`src/rtl/slice_reg_pkg.sv`:
```
// Shared definitions for the SLICE register-pair model: config field layout and loader states.
package slice_reg_pkg;

   localparam int SRMODE_B    = 0;
   localparam int GSR_DIS_B   = 1;
   localparam int REGSET_OFS  = 2;
   localparam int SEL_OFS     = 3;
   localparam int LSRMODE_OFS = 4;
   localparam int FIELD_W     = 3;

   typedef enum logic [1:0] {
      IDLE   = 2'd0,
      SHIFT  = 2'd1,
      COMMIT = 2'd2
   } loader_state_e;

   function automatic int cfg_w(input int nreg);
      return FIELD_W * nreg + 2;
   endfunction

endpackage

```
`src/rtl/slice_cfg_loader.sv`:
```
// Serial shadow chain with bit counter and three-state loader; commits the shadow into the
// active configuration register atomically and flags malformed loads.
module slice_cfg_loader
   import slice_reg_pkg::*;
#(
   parameter int               CFG_W   = 8,
   parameter logic [CFG_W-1:0] CFG_RST = '0
) (
   input  logic             clk,
   input  logic             rst_n,
   input  logic             cfg_sdi,
   input  logic             cfg_sen,
   input  logic             cfg_commit,
   output logic             cfg_busy,
   output logic             cfg_err,
   output logic [CFG_W-1:0] cfg
);

   // Counter must reach CFG_W+1 so an over-shifted load is distinguishable from a full one.
   localparam int               CNT_W    = $clog2(CFG_W + 2);
   localparam logic [CNT_W-1:0] CNT_FULL = CNT_W'(CFG_W);
   localparam logic [CNT_W-1:0] CNT_SAT  = CNT_W'(CFG_W + 1);

   loader_state_e    state_q, state_d;
   logic [CFG_W-1:0] shadow_q, shadow_d;
   logic [CFG_W-1:0] cfg_q, cfg_d;
   logic [CNT_W-1:0] cnt_q, cnt_d;
   logic             err_q, err_d;

   always_comb begin
      state_d  = state_q;
      shadow_d = shadow_q;
      cfg_d    = cfg_q;
      cnt_d    = cnt_q;
      err_d    = err_q;
      case (state_q)
         IDLE: begin
            if (cfg_sen) begin
               // First shift of a new load clears a stale error unless it collides with a commit.
               shadow_d = {shadow_q[CFG_W-2:0], cfg_sdi};
               cnt_d    = CNT_W'(1);
               err_d    = cfg_commit;
               state_d  = SHIFT;
            end else if (cfg_commit) begin
               err_d = 1'b1;
            end
         end
         SHIFT: begin
            if (cfg_sen) begin
               shadow_d = {shadow_q[CFG_W-2:0], cfg_sdi};
               if (cnt_q != CNT_SAT) cnt_d = cnt_q + CNT_W'(1);
               if (cfg_commit) err_d = 1'b1;
            end else if (cfg_commit) begin
               if (cnt_q == CNT_FULL) begin
                  state_d = COMMIT;
               end else begin
                  err_d   = 1'b1;
                  cnt_d   = '0;
                  state_d = IDLE;
               end
            end
         end
         COMMIT: begin
            cfg_d   = shadow_q;
            cnt_d   = '0;
            state_d = IDLE;
         end
         default: state_d = IDLE;
      endcase
   end

   always_ff @(posedge clk or negedge rst_n) begin
      if (!rst_n) begin
         state_q  <= IDLE;
         shadow_q <= '0;
         cfg_q    <= CFG_RST;
         cnt_q    <= '0;
         err_q    <= 1'b0;
      end else begin
         state_q  <= state_d;
         shadow_q <= shadow_d;
         cfg_q    <= cfg_d;
         cnt_q    <= cnt_d;
         err_q    <= err_d;
      end
   end

   assign cfg_busy = (state_q == COMMIT);
   assign cfg_err  = err_q;
   assign cfg      = cfg_q;

endmodule

```
`config.mk`:
```
export PLATFORM = sky130hd
export DESIGN_NAME = slice_cfg_loader
export DESIGN_NICKNAME = d
export VERILOG_FILES = /design/src/rtl/slice_reg_pkg.sv /design/src/rtl/slice_cfg_loader.sv
export SDC_FILE = /design/constraint.sdc
export NUM_CORES = 1
export LEC_CHECK = 0
export BUFFER_PORTS_ARGS = -buffer_cell sky130_fd_sc_hd__buf_2
export CORE_MARGIN = 1
export CORE_UTILIZATION = 35
export CTS_BUF_LIST = sky130_fd_sc_hd__clkbuf_4
export CTS_CLUSTER_DIAMETER = 60
export DETAILED_ROUTE_END_ITERATION = 6
export PLACE_DENSITY = 0.5
export SLEW_MARGIN = 20
export SYNTH_ARGS = -nofsm -noshare
export SYNTH_HDL_FRONTEND = slang
export SYNTH_SLANG_ARGS = --single-unit
export TNS_END_PERCENT = 10
```
`constraint.sdc`:
```
create_clock -name clk -period 1.9 [get_ports clk]
set_input_delay 0.095 -clock clk [delete_from_list [all_inputs] [get_ports clk]]
set_output_delay 0.095 -clock clk [all_outputs]
set_load 0.02 [all_outputs]
```
# After elaboration in Yosys (flattened, before gate mapping)
# Cells that the tools add are included.
dict set report totals {
  out_inout_bits 10
  inputBits 5
  elab_cells 41
  reg_bits 23
}
dict set report op_classes {
  n_eq_ne 10
  addsub 1
  reduce_logical 8
  n_mux 17
}
# op n
set op_table {}
lappend op_table {{4-bit 2-to-1 mux} 5}
lappend op_table {{4-bit one-hot mux with 3 select lines} 1}
lappend op_table {{3-bit != test (second input constant)} 3}
lappend op_table {{2-bit 2-to-1 mux} 4}
lappend op_table {{2-bit != test (second input constant)} 3}
lappend op_table {{3-bit AND reduction} 2}
lappend op_table {{1-bit 2-to-1 mux} 5}
lappend op_table {{5-bit AND reduction} 1}
lappend op_table {{4-bit by 1-bit adder with 4-bit output (second input constant)} 1}
lappend op_table {{4-bit equality test (second input constant)} 1}
lappend op_table {{4-bit != test (second input constant)} 1}
lappend op_table {{2-bit one-hot mux with 2 select lines} 1}
lappend op_table {{3-bit nonzero test} 1}
lappend op_table {{2-bit by 1-bit equality test with 1-bit output (second input constant)} 1}
lappend op_table {{2-bit equality test (second input constant)} 1}
lappend op_table {{2-bit logical NOT} 1}
lappend op_table {{1-bit one-hot mux with 2 select lines} 1}
lappend op_table {{2-bit AND reduction} 1}
lappend op_table {{2-bit nonzero test} 1}
lappend op_table {{2-bit OR reduction} 1}

# Depth between registers and ports, before layout
dict set report logic_depth {
  word_depth 5
  depth_mapped 7
  depth_no_buf 6
}

# Worst setup path before layout
# No wires, ideal clock.
dict set report synth_timing {
  kind {register to register}
  from {register state_q[1]}
  to {register cnt_q[0]}
  required_ns 1.775
  n_path_buf 1
  path_slack_ns 0.178
  arrival_ns 1.597
  synth_period_minus_slack_ns 1.722
  setup_ns 0.125
  stages_incl_launch_ff 8
  path_cell_list {dfrtp_1 -> inv_1 -> ha_1 -> buf_2 -> and2_4 -> a311oi_4 -> nand2_4 -> mux2_4}
}
dict set report synth_via {
  elab_chain_len 3
  word_cells_on_any_way 10
  classes_between {6 x eq/ne; 1 x mux; 3 x reduce/logical}
}
# element line
set synth_lines {}
lappend synth_lines {{start, declared} slice_cfg_loader.sv:24} ;# loader_state_e state_q, state_d;
lappend synth_lines {{start signal, assigned} slice_cfg_loader.sv:80} ;# state_q <= state_d;
lappend synth_lines {{2-bit by 1-bit equality test with 1-bit output (tied with other cells)} slice_cfg_loader.sv:36} ;# case (state_q)
lappend synth_lines {{3-bit != test (no source line) (tied with other cells)} n/a}
lappend synth_lines {{5-bit AND reduction (no source line)} n/a}
lappend synth_lines {{end signal, assigned} slice_cfg_loader.sv:83} ;# cnt_q <= cnt_d;
lappend synth_lines {{end, declared} slice_cfg_loader.sv:27} ;# logic [CNT_W-1:0] cnt_q, cnt_d;
# Parallel ways exist; a longest one is shown, timed or not.
# A chain may end at the register's enable or synchronous reset.

# Worst setup path after layout
dict set report layout_timing {
  from {register state_q[0]}
  to {register cnt_q[2]}
}
# Same word-level chain as after synthesis.

==> metrics <==
max-capacitance violation count 0; WL met1 888 microns; sequential area share after synthesis 50.72%; setup violators final 0; peak supply drop 373.3 uV; total CTS buffers 3; maximum clock rate 566.6 MHz; Lkg Pwr 0.6573 nW; Clock Root Buffer clkbuf_4; Yosys cell types 30; Hold Vio Cnt, Final 0; Rel. slew slack 66.10%; Initial Util 37.17%; worst endpoint data arrival time 1.96 ns; diodes inserted 0; row count 20; type of origin of the critical path flop; postcts setup bufs 0; wire per inst 11.73 microns; Avg Vias per Cell 4.745; total placed cells including tap cells 147; fin. max-slew vios 0; Synth Register Bits 23; crit path cell chain inv_1, ha_1, nor2b_1, a311oi_4, nand2_4, a221o_1; GR Overflow Total 0; Slowest cell on crit path dfrtp_1; TritonCTS clock tree yes; antenna viol nets, final 0; Post-Syn Area 1135 sq um; Ports 15; Reg clk slew, reported paths 0.13 ns; CP Data Required Time 2.09 ns; DRT Pass-1 Iters 4; largest net degree at the start of global routing 24; Die H 58.94 microns; I/O Buffers 14; clk_lat worst skew 0.31 ns; clk_skew 0.01154 ns; setup_tns 0 ns; Synth warnings 0; GRT Resource Usage Total 12.10%; H-tree levels 1; WP buf/inv 1; CTS sink count 23; CP endpoint kind flop; Mapped Cells 89; pwr dens 1123 nW/um^2; Area Growth Syn to Fin 15.44%; CTS resizes 0; prevailing post-synth register cell dfrtp_1; status complete, no violations; worst min path class in -> reg; Tmin final 1.765 ns; drt drc 0; slew at the pin closest to its max-slew limit 0.5085 ns; first-pass GRT wire length 3091 microns; total number of vias 726; RSZ-0062 raised after global routing false; crit-path max FO 4; layout cells sized above 1 38.53%; crit-path leading delay family compound AO/OA/AOI/OAI gates; metal3 WL 53 microns; Post-DP HPWL 1276 microns; CP max stage delay 0.43 ns; met2 WL 833 microns; post-route insts no fill 153; initial DRC count 19; Die W 58.94 microns; Longest Clk Path Bufs 2; Post-layout nets 122; Crit Path Category reg -> reg; syn nets 101; Max Used Layer met4; number of global-route vias before repair 682; FFs w/ async S/R, synth 100.0%; placer congestion estimate 0.8204; Final period util 92.89%; number of enable flip-flop cells after synthesis 0; initial antenna violation count 0; die area 3474 sq um; Syn Area/Cell 12.75 sq um; core area 3053 sq um; DRT Wirelength 1794 microns
[synthesized netlist by cell type, drive strengths merged, types with 2 or more instances]
master / n / area (sq um)
dfrtp: 23 / 575.6
mux2: 17 / 195.2
inv: 8 / 30.03
ha: 7 / 87.58
a21oi: 5 / 25.02
nand2: 4 / 22.52
nor2b: 3 / 18.77
o21ai: 3 / 18.76
buf: 2 / 16.26
nand3: 2 / 10.01
[worst register-to-register path: stages, from the launching register on]
cell and delay [ns]:
dfrtp_1 0.43, inv_1 0.08, ha_1 0.21, nor2b_1 0.15
a311oi_4 0.37, nand2_4 0.10, a221o_1 0.31
[layout make-up]
cell class | instances | area, sq um
Fill cell | 309 | 1743
Multi-Input combinational cell | 55 | 509.2
Inverter | 8 | 30.03
Clock buffer | 3 | 22.52
Sequential cell | 23 | 575.6
Tap cell | 44 | 55.05
Clock inverter | 1 | 5.005
Timing Repair Buffer | 19 | 112.6
[state kept, by name, summed over array words and instances, names as in the netlist]
register	flops
cnt_q	4
shadow_q	8
cfg	8
state_q	2
cfg_err	1
[layout by cell type (no fill, tap or decap), types with 2 or more instances in the layout]
cell type and count:
mux2_2 16, clkbuf_4 3, ha_1 7, buf_2 14
inv_1 8, a21oi_1 5, nand3_1 2, dlygate4sd3_1 2
dfrtp_1 23, buf_4 3, nand2_1 3, nor2b_1 3
[per-stage QoR]
stage | setup WS, ns | utilization (%) | area [sq um] | power, W | hold slack [ns]
floorplan | 0.1780 | - | 1135 | 0.001108 | -0.2006
global placement | 0.1587 | 41.35 | 1262 | 0.001245 | 0.1045
detailed placement | 0.1563 | 41.35 | 1262 | 0.001257 | 0.1053
CTS | 0.1007 | 42.58 | 1300 | 0.001496 | 0.01414
global route | 0.02267 | 42.91 | 1310 | 0.001595 | 0.05527
finish | 0.1350 | 42.91 | 1310 | 0.001471 | 0.06398
[cell families (layout without fill, tap and decap cells)]
kind of cell	after synthesis	after routing	share of synthesized area, %
adders and majority gates	7	7	7.717
DFF	23	23	50.72
and+or+nand+nor	15	15	8.270
muxes	18	18	18.08
buffers and inverters	11	31	4.409
AOI/OAI and AO/OA	15	15	10.81
[final timing paths]
kind | to | slack [ns] | cells after the start | from
worst max-delay path | cnt_q[2] | 0.14 | 6 | state_q[0]
min in group asynchronous | state_q[0] | 0.28 | 2 | rst_n
worst min-delay path | cfg_err | 0.06 | 2 | cfg_commit
worst min register to register | cfg[0] | 0.51 | 1 | cfg[0]
worst max register to register | cnt_q[2] | 0.14 | 6 | state_q[0]
max in group asynchronous | cnt_q[2] | 1.26 | 2 | rst_n
[layer usage]
metal / vias to the layer above / GRT usage (%)
li1: 353 / -
met1: 358 / 16.39
met2: 13 / 18.67
met3: 2 / 2.637
met4: 0 / 5.102
met5: - / 0
[power by group]
| part | internal (W) | total (W) | leakage (nW) | switching, W |
|---|---|---|---|---|
| Sequential | 0.000615 | 0.000708 | 0.295 | 0.0000933 |
| Clock | 0.0000785 | 0.000223 | 0.0177 | 0.000144 |
| Combinational | 0.000279 | 0.000540 | 0.344 | 0.000260 |
[repair_timing]
action | 4_1_cts | 5_1_grt
endpoints found under the hold margin | 23 | 1
endpoints found under the setup margin | 0 | 1
hold buffers | 1 | 1
(Power assumes the default switching activity.)
